<file path="src/rtl/seq_stage_ctrl.sv">
`default_nettype none
// ============================================================================
// Module      : seq_stage_ctrl
// Description : Sequencing controller for a non-pipelined Y86 datapath.
//               Steps one instruction at a time through FETCH, DECODE,
//               EXECUTE, MEMORY, WRITEBACK and PCUPDATE.
//               Drives one-hot stage enables, the condition-code write
//               enable, a retire pulse and the Y86 status code.
//               MEMORY waits on mem_ready for load/store/stack icodes, and
//               gives up after MEM_TIMEOUT cycles.
//               Optional performance counters are built only when the
//               macro SEQ_PERF_COUNT_EN is defined. Otherwise both counter
//               outputs are tied to zero.
// Revision    : 1.0 - initial release
// ============================================================================
module seq_stage_ctrl #(
   parameter int MEM_TIMEOUT = 16   // legal range 1..255
) (
   input  logic        clk,
   input  logic        rst,
   input  logic        start,
   input  logic [3:0]  icode,
   input  logic        instr_valid,
   input  logic        imem_error,
   input  logic        mem_ready,
   input  logic        dmem_error,
   output logic        en_fetch,
   output logic        en_decode,
   output logic        en_execute,
   output logic        en_memory,
   output logic        en_writeback,
   output logic        en_pc,
   output logic        cc_we,
   output logic        retired,
   output logic        busy,
   output logic [2:0]  stat,
   output logic [31:0] cycle_cnt,
   output logic [31:0] instr_cnt
);

   typedef enum logic [2:0] {
      ST_IDLE      = 3'd0,
      ST_FETCH     = 3'd1,
      ST_DECODE    = 3'd2,
      ST_EXECUTE   = 3'd3,
      ST_MEMORY    = 3'd4,
      ST_WRITEBACK = 3'd5,
      ST_PCUPDATE  = 3'd6,
      ST_STOP      = 3'd7
   } state_t;

   localparam logic [2:0] C_STAT_AOK = 3'd1;
   localparam logic [2:0] C_STAT_HLT = 3'd2;
   localparam logic [2:0] C_STAT_ADR = 3'd3;
   localparam logic [2:0] C_STAT_INS = 3'd4;

   localparam logic [3:0] C_ICODE_HALT = 4'h0;
   localparam logic [3:0] C_ICODE_OPQ  = 4'h6;

   // Last wait-count value before the MEMORY timeout fires.
   localparam logic [7:0] C_WAIT_LAST = 8'(MEM_TIMEOUT - 1);

   state_t     state_q, state_d;
   logic [2:0] stat_q,  stat_d;
   logic [3:0] icode_q, icode_d;
   logic [7:0] wait_q,  wait_d;
   logic       mem_op_w;

   // Instructions that touch data memory and must handshake on mem_ready:
   // rmmovq, mrmovq, call, ret, pushq, popq.
   assign mem_op_w = (icode_q == 4'h4) || (icode_q == 4'h5) ||
                     (icode_q == 4'h8) || (icode_q == 4'h9) ||
                     (icode_q == 4'hA) || (icode_q == 4'hB);

   // State, status, latched icode and MEMORY wait counter registers.
   always_ff @(posedge clk) begin
      if (rst) begin
         state_q <= ST_IDLE;
         stat_q  <= C_STAT_AOK;
         icode_q <= 4'h0;
         wait_q  <= 8'd0;
      end else begin
         state_q <= state_d;
         stat_q  <= stat_d;
         icode_q <= icode_d;
         wait_q  <= wait_d;
      end
   end

   // Next-state logic. Fault causes are resolved in priority order.
   always_comb begin
      state_d = state_q;
      stat_d  = stat_q;
      icode_d = icode_q;
      wait_d  = wait_q;
      case (state_q)
         ST_IDLE: begin
            if (start) begin
               state_d = ST_FETCH;
            end
         end
         ST_FETCH: begin
            icode_d = icode;
            if (imem_error) begin
               stat_d  = C_STAT_ADR;
               state_d = ST_STOP;
            end else if (!instr_valid) begin
               stat_d  = C_STAT_INS;
               state_d = ST_STOP;
            end else if (icode == C_ICODE_HALT) begin
               stat_d  = C_STAT_HLT;
               state_d = ST_STOP;
            end else begin
               state_d = ST_DECODE;
            end
         end
         ST_DECODE: begin
            state_d = ST_EXECUTE;
         end
         ST_EXECUTE: begin
            // The wait counter restarts on every entry into MEMORY.
            wait_d  = 8'd0;
            state_d = ST_MEMORY;
         end
         ST_MEMORY: begin
            if (!mem_op_w) begin
               state_d = ST_WRITEBACK;
            end else if (dmem_error) begin
               stat_d  = C_STAT_ADR;
               state_d = ST_STOP;
            end else if (mem_ready) begin
               state_d = ST_WRITEBACK;
            end else if (wait_q == C_WAIT_LAST) begin
               // The memory never answered: treat it as an address fault.
               stat_d  = C_STAT_ADR;
               state_d = ST_STOP;
            end else begin
               wait_d = wait_q + 8'd1;
            end
         end
         ST_WRITEBACK: begin
            state_d = ST_PCUPDATE;
         end
         ST_PCUPDATE: begin
            state_d = ST_FETCH;
         end
         ST_STOP: begin
            state_d = ST_STOP;
         end
         default: begin
            state_d = ST_IDLE;
         end
      endcase
   end

   // Moore outputs decoded from the registered state only.
   always_comb begin
      en_fetch     = 1'b0;
      en_decode    = 1'b0;
      en_execute   = 1'b0;
      en_memory    = 1'b0;
      en_writeback = 1'b0;
      en_pc        = 1'b0;
      cc_we        = 1'b0;
      retired      = 1'b0;
      busy         = 1'b0;
      case (state_q)
         ST_FETCH: begin
            en_fetch = 1'b1;
            busy     = 1'b1;
         end
         ST_DECODE: begin
            en_decode = 1'b1;
            busy      = 1'b1;
         end
         ST_EXECUTE: begin
            en_execute = 1'b1;
            busy       = 1'b1;
            cc_we      = (icode_q == C_ICODE_OPQ);
         end
         ST_MEMORY: begin
            en_memory = 1'b1;
            busy      = 1'b1;
         end
         ST_WRITEBACK: begin
            en_writeback = 1'b1;
            busy         = 1'b1;
         end
         ST_PCUPDATE: begin
            en_pc   = 1'b1;
            busy    = 1'b1;
            retired = 1'b1;
         end
         default: begin
            busy = 1'b0;
         end
      endcase
   end

   assign stat = stat_q;

`ifdef SEQ_PERF_COUNT_EN
   logic [31:0] cycle_cnt_q;
   logic [31:0] instr_cnt_q;

   // Performance counters: busy cycles and retired instructions, free-running wrap.
   always_ff @(posedge clk) begin
      if (rst) begin
         cycle_cnt_q <= 32'd0;
         instr_cnt_q <= 32'd0;
      end else begin
         if (busy) begin
            cycle_cnt_q <= cycle_cnt_q + 32'd1;
         end
         if (retired) begin
            instr_cnt_q <= instr_cnt_q + 32'd1;
         end
      end
   end

   assign cycle_cnt = cycle_cnt_q;
   assign instr_cnt = instr_cnt_q;
`else
   assign cycle_cnt = 32'd0;
   assign instr_cnt = 32'd0;
`endif

endmodule
`default_nettype wire
</file>
<file path="config.mk">
export PLATFORM = sky130hd
export DESIGN_NAME = seq_stage_ctrl
export DESIGN_NICKNAME = d
export VERILOG_FILES = /design/src/rtl/seq_stage_ctrl.sv
export SDC_FILE = /design/constraint.sdc
export NUM_CORES = 1
export LEC_CHECK = 0
export ABC_AREA = 1
export CAP_MARGIN = 20
export CORE_MARGIN = 8
export CORE_UTILIZATION = 36
export CTS_BUF_LIST = sky130_fd_sc_hd__clkbuf_2 sky130_fd_sc_hd__clkbuf_4 sky130_fd_sc_hd__clkbuf_8
export CTS_CLUSTER_SIZE = 12
export DETAILED_ROUTE_END_ITERATION = 8
export PLACE_DENSITY = 0.79
export SYNTH_ARGS = -nofsm -noshare
export SYNTH_HDL_FRONTEND = slang
export SYNTH_SLANG_ARGS = --single-unit
</file>
<file path="constraint.sdc">
create_clock -name clk -period 1.4 [get_ports clk]
set_input_delay 0.21 -clock clk [delete_from_list [all_inputs] [get_ports clk]]
set_output_delay 0.21 -clock clk [all_outputs]
set_load 0.1 [all_outputs]
</file>
==> impl_metrics.yaml <==
status:
  status: "completed"
sta:
  rsz0062_at_grt: "yes"
  finalMaxSlewViolations: 0
  max_freq_mhz: 737.0
  timing.final.ws_setup_ns: 0.04310
  finClkSkew_ns: 0.001725
  setup_tns_ns: 0
  setup_viol: 0
  finalHoldViolations: 0
  fin_crit_ns: 1.357
  finalCritPeriodShare_pct: 96.92
cells_and_area:
  mostFrequentLayoutCells: "conb_1 (64), nand2_1 (32), nor2_1 (25)"
  seq_area_um2: 375.4
  multi_input_area_um2: 910.9
  syn_to_final_growth_pct: 26.21
  final_common_cell: "conb_1"
  fin_nets: 278
  fill_cells: 428
  fin_util_pct: 46.07
  fin_area_um2: 1964
  drive_gt1_share_pct: 24.15
  diodes: 0
pwr:
  p_int_mw: 1.505
  cellPowerDensity_nw_per_um2: 1869
  vdd_drop_max_uv: 921.7
  p_switching_mw: 2.166
  power_frac_comb_pct: 67.6
  p_clk_share_pct: 11.7
  power.leakage_nw: 0.9109
  p_seq_share_pct: 20.7
  swShare_pct: 58.99
detailed_routing:
  drtIter0Drc: 44
  drc: 0
  firstDrtPassIters: 4
  routedWlPerCell_um: 10.82
  highest_layer: "met4"
  viasPerCell: 4.224
  met1Wirelength_mm: 1.334
  num_vias: 1339
  route.met2.wl_mm: 1.776
  routed_wl_mm: 3.430
  routed-wl-met3_um: 265
  drtAntennaViolNets: 0
cts:
  clockBufferDepth: 2
  htreeDepth: 1
  worstSkewPairLatency_ns: 0.25
  clock-sinks: 18
  cts_tree: "done"
  cts_root_buf: "clkbuf_8"
  path_clk_slew_ns: 0.07
  ctsHoldBuffers: 0
  cts_buffers: 3
floorplanning:
  die_h_um: 81.76
  start_util_pct: 36.50
  ios: 87
  coreArea_um2: 4264
  die_width_um: 81.76
  fp.dieArea_um2: 6684
  row_count: 24
worst_setup_path:
  critPathArrivalTime_ns: 1.15
  crit_path_end_kind: "primary output"
  reg2reg_from: "state_q[1]$_SDFFE_PP0P_"
  setup.worst_path.start: "state_q[2]$_SDFFE_PP0P_"
  start_kind: "register"
  crit_type: "reg -> out"
  crit_fanout: 4
  critPathRequiredTime_ns: 1.19
synth:
  ys_ff_latch: 18
  seq_area_frac_synth_pct: 23.15
  synth_cell_type_count: 26
  netlist_area_um2: 1556
  syn_area_per_cell_um2: 6.797
  yosys_warnings: 0
  syn_inst: 229
global_route:
  gr-total-overflow: 0
  grt_pass1_vias: 1250
  antenna_found_initial: 0
  grt_first_pass_wirelength_mm: 5.285
  grtUsageTotal_pct: 9.685
  grt_max_degree: 11
placed_design:
  port_buffers: 22
  hpwlAfterDp_mm: 2.805
  gp_congestion: 0.9293
  place_ws_ns: -0.1355
  post_dp_cell_area_um2: 1814
min_path:
  min-delay-start: "icode_q[0]$_SDFFE_PP0P_"
  hold_path.class: "reg -> reg"
run:
  cap_violations: 0
-- flip-flops by register name, indices dropped and copies added (netlist names) --
register  flops
wait_q        8
icode_q       4
stat          3
state_q       3
-- kinds of logic (layout without fill, tap and decap cells) --
| logic type | Yosys count | after routing | synth area share, % |
|---|---|---|---|
| flip-flops | 18 | 18 | 23.15 |
| buffers and inverters | 91 | 64 | 38.34 |
| adder cells (fa/ha/maj) | 1 | 1 | 0.8037 |
| AND/OR/NAND/NOR | 98 | 98 | 29.82 |
| other | 1 | 64 | 0.2409 |
| AO/OA/AOI/OAI | 20 | 20 | 7.636 |
-- power groups by stage --
stage / sequential, mW / combinational (mW) / clock [mW]
after floorplan: 0.894 / 1.81 / 0
after global placement: 0.719 / 2.41 / 0
after detailed placement: 0.724 / 2.42 / 0
after CTS: 0.732 / 2.45 / 0.440
after global routing: 0.773 / 2.60 / 0.458
final: 0.760 / 2.48 / 0.428
-- layout make-up --
class / instances / share of cell area (%)
inverters: 25 / 6.115
clock buffers: 4 / 2.803
well taps: 52 / 3.312
repair buffers: 35 / 22.29
multi-input cells: 183 / 46.37
flip-flops and latches: 18 / 19.11
-- cells in the mapped netlist (all sizes together) --
library cell / n / area, µm²
or2: 3 / 18.78
o21ai: 6 / 30.03
nor3: 1 / 5.000
o21bai: 3 / 26.27
nor2: 29 / 108.9
nand2: 39 / 173.9
a41oi: 1 / 8.760
a21oi: 10 / 53.80
nand4: 4 / 25.02
dfxtp: 18 / 360.4
ha: 1 / 12.51
nand3: 22 / 132.6
inv: 25 / 101.4
conb: 1 / 3.750
buf: 66 / 495.5
-- path summary, 6_finish.rpt --
path,slack (ns),end,cells after the start
setup / recovery,0.04,cc_we,4
hold / removal,0.46,icode_q[0]$_SDFFE_PP0P_,2
setup reg to reg,0.10,wait_q[0]$_SDFFE_PP0P_,8
hold reg to reg,0.46,icode_q[0]$_SDFFE_PP0P_,2
-- per-layer routing --
metal / vias up / track usage, %
li1: 661 / -
met2: 63 / 17.76
met5: - / 0
met4: 0 / 3.860
met3: 7 / 1.422
met1: 608 / 10.90
-- per-stage QoR --
stage	instances	hold WS, ns	power, mW
after floorplan	292	0.4033	2.701
after global placement	310	0.4538	3.127
after detailed placement	310	0.4531	3.149
after CTS	314	0.4640	3.621
after global routing	317	0.4970	3.826
final	317	0.4648	3.671
-- critical path, cell delays in order (launching register included) --
cell,delay [ns]
dfxtp_2,0.36
inv_4,0.09
nand3_4,0.11
nor2_4,0.15
buf_12,0.18
-- what timing repair did --
action,4_1_cts,5_1_grt
setup endpoints to repair,12,14
buffers inserted,0,3
gates resized for setup,11,13
pin swaps,2,5
(Power assumes the default switching activity.)
